--- src/rtl/kyber_pkg.sv ---
// Shared Kyber arithmetic constants and the coefficient type.
// Latency: n/a (declarations only).
// Backpressure: n/a.
package kyber_pkg;

    localparam int KYBER_Q   = 3329;
    localparam int COEFF_W   = 12;
    localparam int BARRETT_K = 24;
    localparam int BARRETT_M = 5039;   // floor(2^24 / 3329)

    typedef logic [COEFF_W-1:0] coeff_t;

endpackage

--- src/rtl/barrett_reduce.sv ---
// Barrett reduction of an unsigned 2*WIDTH-bit product to a residue in [0, Q-1].
// Latency: 1 cycle (residue registered alongside its valid bit).
// Backpressure: none; accepts one product per cycle.
module barrett_reduce
    import kyber_pkg::*;
#(
    parameter int Q         = KYBER_Q,
    parameter int WIDTH     = COEFF_W,
    parameter int BARRETT_K = kyber_pkg::BARRETT_K,
    parameter int BARRETT_M = kyber_pkg::BARRETT_M
) (
    input  logic               clk,
    input  logic               rst_n,
    input  logic               in_vld,
    input  logic [2*WIDTH-1:0] p,
    output logic               out_vld,
    output logic [WIDTH-1:0]   r
);

    localparam int PW = 2 * WIDTH;
    localparam int MW = $clog2(BARRETT_M + 1);
    localparam int XW = PW + MW;

    logic [XW-1:0]    x;
    logic [PW-1:0]    t;
    logic [PW-1:0]    r0;
    logic [PW-1:0]    r1;
    logic [WIDTH-1:0] r2;

    // Quotient estimate never exceeds floor(p/Q), so r0 is non-negative and
    // below 3Q; two conditional subtractions finish the reduction.
    always_comb begin
        x  = XW'(p) * XW'(BARRETT_M);
        t  = PW'(x >> BARRETT_K);
        r0 = p - t * PW'(Q);
        r1 = (r0 >= PW'(Q)) ? r0 - PW'(Q) : r0;
        r2 = WIDTH'((r1 >= PW'(Q)) ? r1 - PW'(Q) : r1);
    end

    // Register the residue; data only moves when a valid product arrives.
    always_ff @(posedge clk or negedge rst_n) begin
        if (!rst_n) begin
            out_vld <= 1'b0;
            r       <= '0;
        end else begin
            out_vld <= in_vld;
            if (in_vld) begin
                r <= r2;
            end
        end
    end

endmodule

--- src/rtl/ntt_butterfly.sv ---
// Cooley-Tukey butterfly over Z_q: even = (a + b*w) mod Q, odd = (a - b*w) mod Q.
// Latency: 3 cycles (multiply / Barrett reduce / modular add-sub), one op per cycle.
// Backpressure: none; the consumer must accept every out_valid pulse.
module ntt_butterfly
    import kyber_pkg::*;
#(
    parameter int Q         = KYBER_Q,
    parameter int WIDTH     = COEFF_W,
    parameter int BARRETT_K = kyber_pkg::BARRETT_K,
    parameter int BARRETT_M = kyber_pkg::BARRETT_M
) (
    input  logic             clk,
    input  logic             rst_n,
    input  logic             in_valid,
    input  logic [WIDTH-1:0] a,
    input  logic [WIDTH-1:0] b,
    input  logic [WIDTH-1:0] w,
    output logic             out_valid,
    output logic [WIDTH-1:0] even,
    output logic [WIDTH-1:0] odd
);

    logic                 s1_vld;
    logic [2*WIDTH-1:0]   s1_p;
    logic [WIDTH-1:0]     s1_a;
    logic                 s2_vld;
    logic [WIDTH-1:0]     s2_r;
    logic [WIDTH-1:0]     s2_a;
    logic [WIDTH-1:0]     a_norm;
    logic [WIDTH:0]       sum;
    logic signed [WIDTH:0] diff;
    logic [WIDTH-1:0]     even_nxt;
    logic [WIDTH-1:0]     odd_nxt;

    // a may be up to 4095 (< 2Q), so a single subtraction brings it into range.
    always_comb begin
        a_norm = (a >= WIDTH'(Q)) ? a - WIDTH'(Q) : a;
    end

    // Stage 1: full-width product and normalised a.
    always_ff @(posedge clk or negedge rst_n) begin
        if (!rst_n) begin
            s1_vld <= 1'b0;
            s1_p   <= '0;
            s1_a   <= '0;
        end else begin
            s1_vld <= in_valid;
            if (in_valid) begin
                s1_p <= (2*WIDTH)'(b) * (2*WIDTH)'(w);
                s1_a <= a_norm;
            end
        end
    end

    // Stage 2: product reduction; a' travels alongside to stay bound to its result.
    barrett_reduce #(
        .Q         (Q),
        .WIDTH     (WIDTH),
        .BARRETT_K (BARRETT_K),
        .BARRETT_M (BARRETT_M)
    ) u_barrett (
        .clk     (clk),
        .rst_n   (rst_n),
        .in_vld  (s1_vld),
        .p       (s1_p),
        .out_vld (s2_vld),
        .r       (s2_r)
    );

    // Stage-2 carry of a' matching the Barrett register stage.
    always_ff @(posedge clk or negedge rst_n) begin
        if (!rst_n) begin
            s2_a <= '0;
        end else if (s1_vld) begin
            s2_a <= s1_a;
        end
    end

    // Modular add and subtract; both operands are already in [0, Q-1].
    always_comb begin
        sum      = {1'b0, s2_a} + {1'b0, s2_r};
        even_nxt = WIDTH'((sum >= (WIDTH+1)'(Q)) ? sum - (WIDTH+1)'(Q) : sum);
        diff     = $signed({1'b0, s2_a}) - $signed({1'b0, s2_r});
        odd_nxt  = (diff < 0) ? WIDTH'(diff + $signed((WIDTH+1)'(Q))) : WIDTH'(diff);
    end

    // Stage 3: output registers hold their last result across idle cycles.
    always_ff @(posedge clk or negedge rst_n) begin
        if (!rst_n) begin
            out_valid <= 1'b0;
            even      <= '0;
            odd       <= '0;
        end else begin
            out_valid <= s2_vld;
            if (s2_vld) begin
                even <= even_nxt;
                odd  <= odd_nxt;
            end
        end
    end

endmodule

--- config.mk ---
export PLATFORM = sky130hd
export DESIGN_NAME = ntt_butterfly
export DESIGN_NICKNAME = d
export VERILOG_FILES = /design/src/rtl/kyber_pkg.sv /design/src/rtl/barrett_reduce.sv /design/src/rtl/ntt_butterfly.sv
export SDC_FILE = /design/constraint.sdc
export NUM_CORES = 1
export LEC_CHECK = 0
export CORE_AREA = 5 5 223 204
export CTS_BUF_LIST = sky130_fd_sc_hd__clkbuf_4 sky130_fd_sc_hd__clkbuf_8
export DETAILED_ROUTE_END_ITERATION = 10
export DIE_AREA = 0 0 228 209
export GPL_TIMING_DRIVEN = 0
export PLACE_DENSITY_LB_ADDON = 0.08
export SLEW_MARGIN = 40
export SYNTH_ARGS = -nofsm -noshare
export SYNTH_HDL_FRONTEND = slang
export SYNTH_SLANG_ARGS = --single-unit
--- constraint.sdc ---
create_clock -name clk -period 17.2 [get_ports clk]
set_input_delay 5.16 -clock clk [delete_from_list [all_inputs] [get_ports clk]]
set_output_delay 5.16 -clock clk [all_outputs]
set_load 0.02 [all_outputs]
==> results.sh <==
export IMPL_drc=0
export IMPL_synth_ff_type="dfrtp_1"
export IMPL_drv_slew=0
export IMPL_synth_most_common_cell="inv_1"
export IMPL_ys_seq_area_share_pct=11.4
export IMPL_ctsResizeCount=0
export IMPL_syn_area_sq_mm=0.0191
export IMPL_cts_buffers=9
export IMPL_crit_end="u_barrett.r[2]"
export IMPL_n_fill_cell=4256
export IMPL_status="complete, no violations"
export IMPL_cts_sinks=87
export IMPL_netlist_top_cells_area="fa_1, ha_1, dfrtp_1, inv_1, nand2_1"
export IMPL_pin_count=64
export IMPL_num_rows=73
export IMPL_die_width_um=228
export IMPL_crit_type="register to register"
export IMPL_diodes=0
export IMPL_core_sq_mm=0.0432
export IMPL_period_share_pct=82.5
export IMPL_r2r_end="u_barrett.r[2]"
export IMPL_via_count=14700
export IMPL_r2r_start="s1_p[16]"
export IMPL_setup_viol=0
export IMPL_root_buffer="clkbuf_8"
export IMPL_drv_cap=0
export IMPL_cp_required_ns=17.45
export IMPL_place_gp_congestion=0.881
export IMPL_netlist_instances=2138
export IMPL_fin_tns_setup_ns=0
export IMPL_grtUsageTotal_pct=19.7
export IMPL_rr_worst_depth=46
export IMPL_maxSlewHeadroom_pct=47.0
export IMPL_hold_buffers=0
export IMPL_multi_input_area_sq_mm=0.0150
export IMPL_worst_setup_path_start_kind="register"
export IMPL_dieArea_sq_mm=0.0477
export IMPL_finalNetCount=2808
export IMPL_hpwlAfterDp_um=40600
export IMPL_hold_class="register to register"
export IMPL_synth_common_cells="inv_1, ha_1, fa_1"
export IMPL_synth_top_area_share_pct=27.1
export IMPL_grt_pass1_vias=14900
export IMPL_fin_crit_ns=14.19
export IMPL_ant_nets=0
export IMPL_ys_warnings_count=0
export IMPL_routed_wl_um=46600
export IMPL_cts_buffer_depth=2
export IMPL_post_cts_buffers=0
export IMPL_synthArstFlopShare_pct=100
export IMPL_synth_avg_cell_area_sq_um=8.92
export IMPL_max_freq_mhz=70.5
export IMPL_rsz0062_at_grt="false"
export IMPL_grt_overflow_total=0
export IMPL_synth_edf_count=0
export IMPL_vias_per_cell=5.28
export IMPL_insertion_delay_ns=0.39
export IMPL_slowest_delay_ns=0.67
export IMPL_layout_drive_gt1_share_pct=3.20
export IMPL_fin_skew_ns=0.0176
export IMPL_drtPass1Iterations=5
export IMPL_reg2reg_slack_ns=3.01
export IMPL_hold_viol_final=0
export IMPL_seq_area_sq_mm=0.00218
export IMPL_worstPathMaxFanout=10
export IMPL_antenna_found_initial=0
export IMPL_tightestPinTransition_ns=0.795
export IMPL_wl_per_cell_um=16.8
export IMPL_htreeDepth=3
export IMPL_portBuffers=63
export IMPL_grt_max_degree=61
export IMPL_yosys_area_top_type="fa_1"
export IMPL_crit_start="s1_p[16]"
export IMPL_drt_iter0_drc=771
export IMPL_syn_nets=2732
export IMPL_synth_cell_types=85
export IMPL_area_growth_pct=8.37
export IMPL_path_clk_slew_ns=0.10
export IMPL_die_h_um=209
export IMPL_initial_core_util_pct=44.1
export IMPL_cp_end_kind="register"
export IMPL_cts_tree="done"
export IMPL_cpMaxStageDelayCell="nor4_2"
export IMPL_crit_arrival_ns=14.44
export IMPL_grt_pass1_wl_um=77700
export IMPL_ys_seq_elements=87
-- worst max-delay path: cells and delay by family (launching register included) --
kind	cells	cell delay, ns
adders and majority gates	12	5.01
AOI/OAI and AO/OA	18	4.44
and+or+nand+nor	9	3.03
buffers and inverters	5	0.67
DFF	1	0.57
muxes	1	0.19
xor gates and xnor gates	1	0.12
-- area by class of cell --
| type | instances | area share, % |
|---|---|---|
| multi-input combinational | 1549 | 72.7 |
| buffer | 60 | 1.15 |
| clock buffer | 9 | 0.600 |
| clock inverter | 7 | 0.375 |
| inverter | 442 | 8.03 |
| tap | 562 | 3.40 |
| sequential | 87 | 10.5 |
| timing repair buffer | 65 | 3.22 |
-- cell families after synthesis --
family / count (synthesis) / synth area share [%]
adders and majority gates: 555 / 46.6
and+or+nand+nor: 508 / 13.3
buffers and inverters: 502 / 9.95
AOI/OAI and AO/OA: 365 / 12.8
xor gates and xnor gates: 96 / 4.48
DFF: 87 / 11.4
muxes: 25 / 1.44
-- worst min-delay path by stage --
stage / to / depth (start not counted) / slack [ns] / from
floorplan: out_valid / 0 / 0.35 / u_barrett.out_vld
global placement: out_valid / 0 / 0.41 / u_barrett.out_vld
detailed placement: out_valid / 0 / 0.41 / u_barrett.out_vld
CTS: out_valid / 0 / 0.44 / u_barrett.out_vld
global route: out_valid / 0 / 0.44 / u_barrett.out_vld
finish: out_valid / 0 / 0.43 / u_barrett.out_vld
-- registers in the layout, summed over array words and instances, names as in the netlist, 12 cells and up --
register / count
odd: 12
s1_p: 24
even: 12
s1_a: 12
u_barrett.r: 12
s2_a: 12
-- cells in the final DEF (no fill, tap or decap), types with 6 or more instances in the layout --
cell | Yosys | final
a211oi_1 | 8 | 7
o21bai_1 | 14 | 14
and2_1 | 63 | 63
nand2_1 | 182 | 182
fa_1 | 258 | 258
and3_1 | 7 | 7
mux2_2 | 19 | 19
nor4_1 | 8 | 8
o211a_1 | 6 | 6
nand3_1 | 37 | 37
a31oi_1 | 12 | 12
mux2i_1 | 6 | 6
clkdlybuf4s50_1 | 0 | 62
nand3b_1 | 6 | 6
nor3_1 | 33 | 33
or2_2 | 7 | 7
nand4_1 | 14 | 14
clkbuf_8 | 0 | 9
o211ai_1 | 14 | 14
inv_1 | 441 | 441
o21ai_0 | 68 | 68
a21oi_1 | 96 | 96
o2111ai_1 | 11 | 11
nor2b_1 | 8 | 8
or3_1 | 15 | 15
nor2_1 | 81 | 81
xnor2_1 | 73 | 72
a21boi_0 | 9 | 9
ha_1 | 297 | 297
dfrtp_1 | 87 | 86
clkbuf_1 | 51 | 51
o31ai_1 | 13 | 13
o21a_1 | 14 | 14
xor2_1 | 22 | 22
o311ai_0 | 10 | 9
nand2b_1 | 15 | 15
a21o_1 | 29 | 29
-- stage by stage --
stage | setup slack, ns | utilization [%] | cells | area (sq um) | hold WS, ns
finish | 3.01 | 47.8 | 2781 | 20700 | 0.428
global route | 2.13 | 47.8 | 2781 | 20700 | 0.441
CTS | 2.95 | 47.8 | 2780 | 20600 | 0.437
detailed placement | 2.99 | 47.3 | 2764 | 20400 | 0.415
global placement | 3.02 | 47.2 | 2763 | 20400 | 0.407
floorplan | 4.82 | - | 2138 | 19100 | 0.352
-- per-layer routing --
layer / vias to the layer above / part of all wire (%) / global-route usage, %
li1: 7180 / - / -
met5: - / 0 / 0
met2: 241 / 47 / 33.3
met4: 0 / 1.1 / 2.54
met1: 7224 / 49 / 28.5
met3: 33 / 2.9 / 2.06
Power is left out: the tool's default activity adds up to more than one toggle a clock period on the data nets, which glitch-free logic cannot reach.
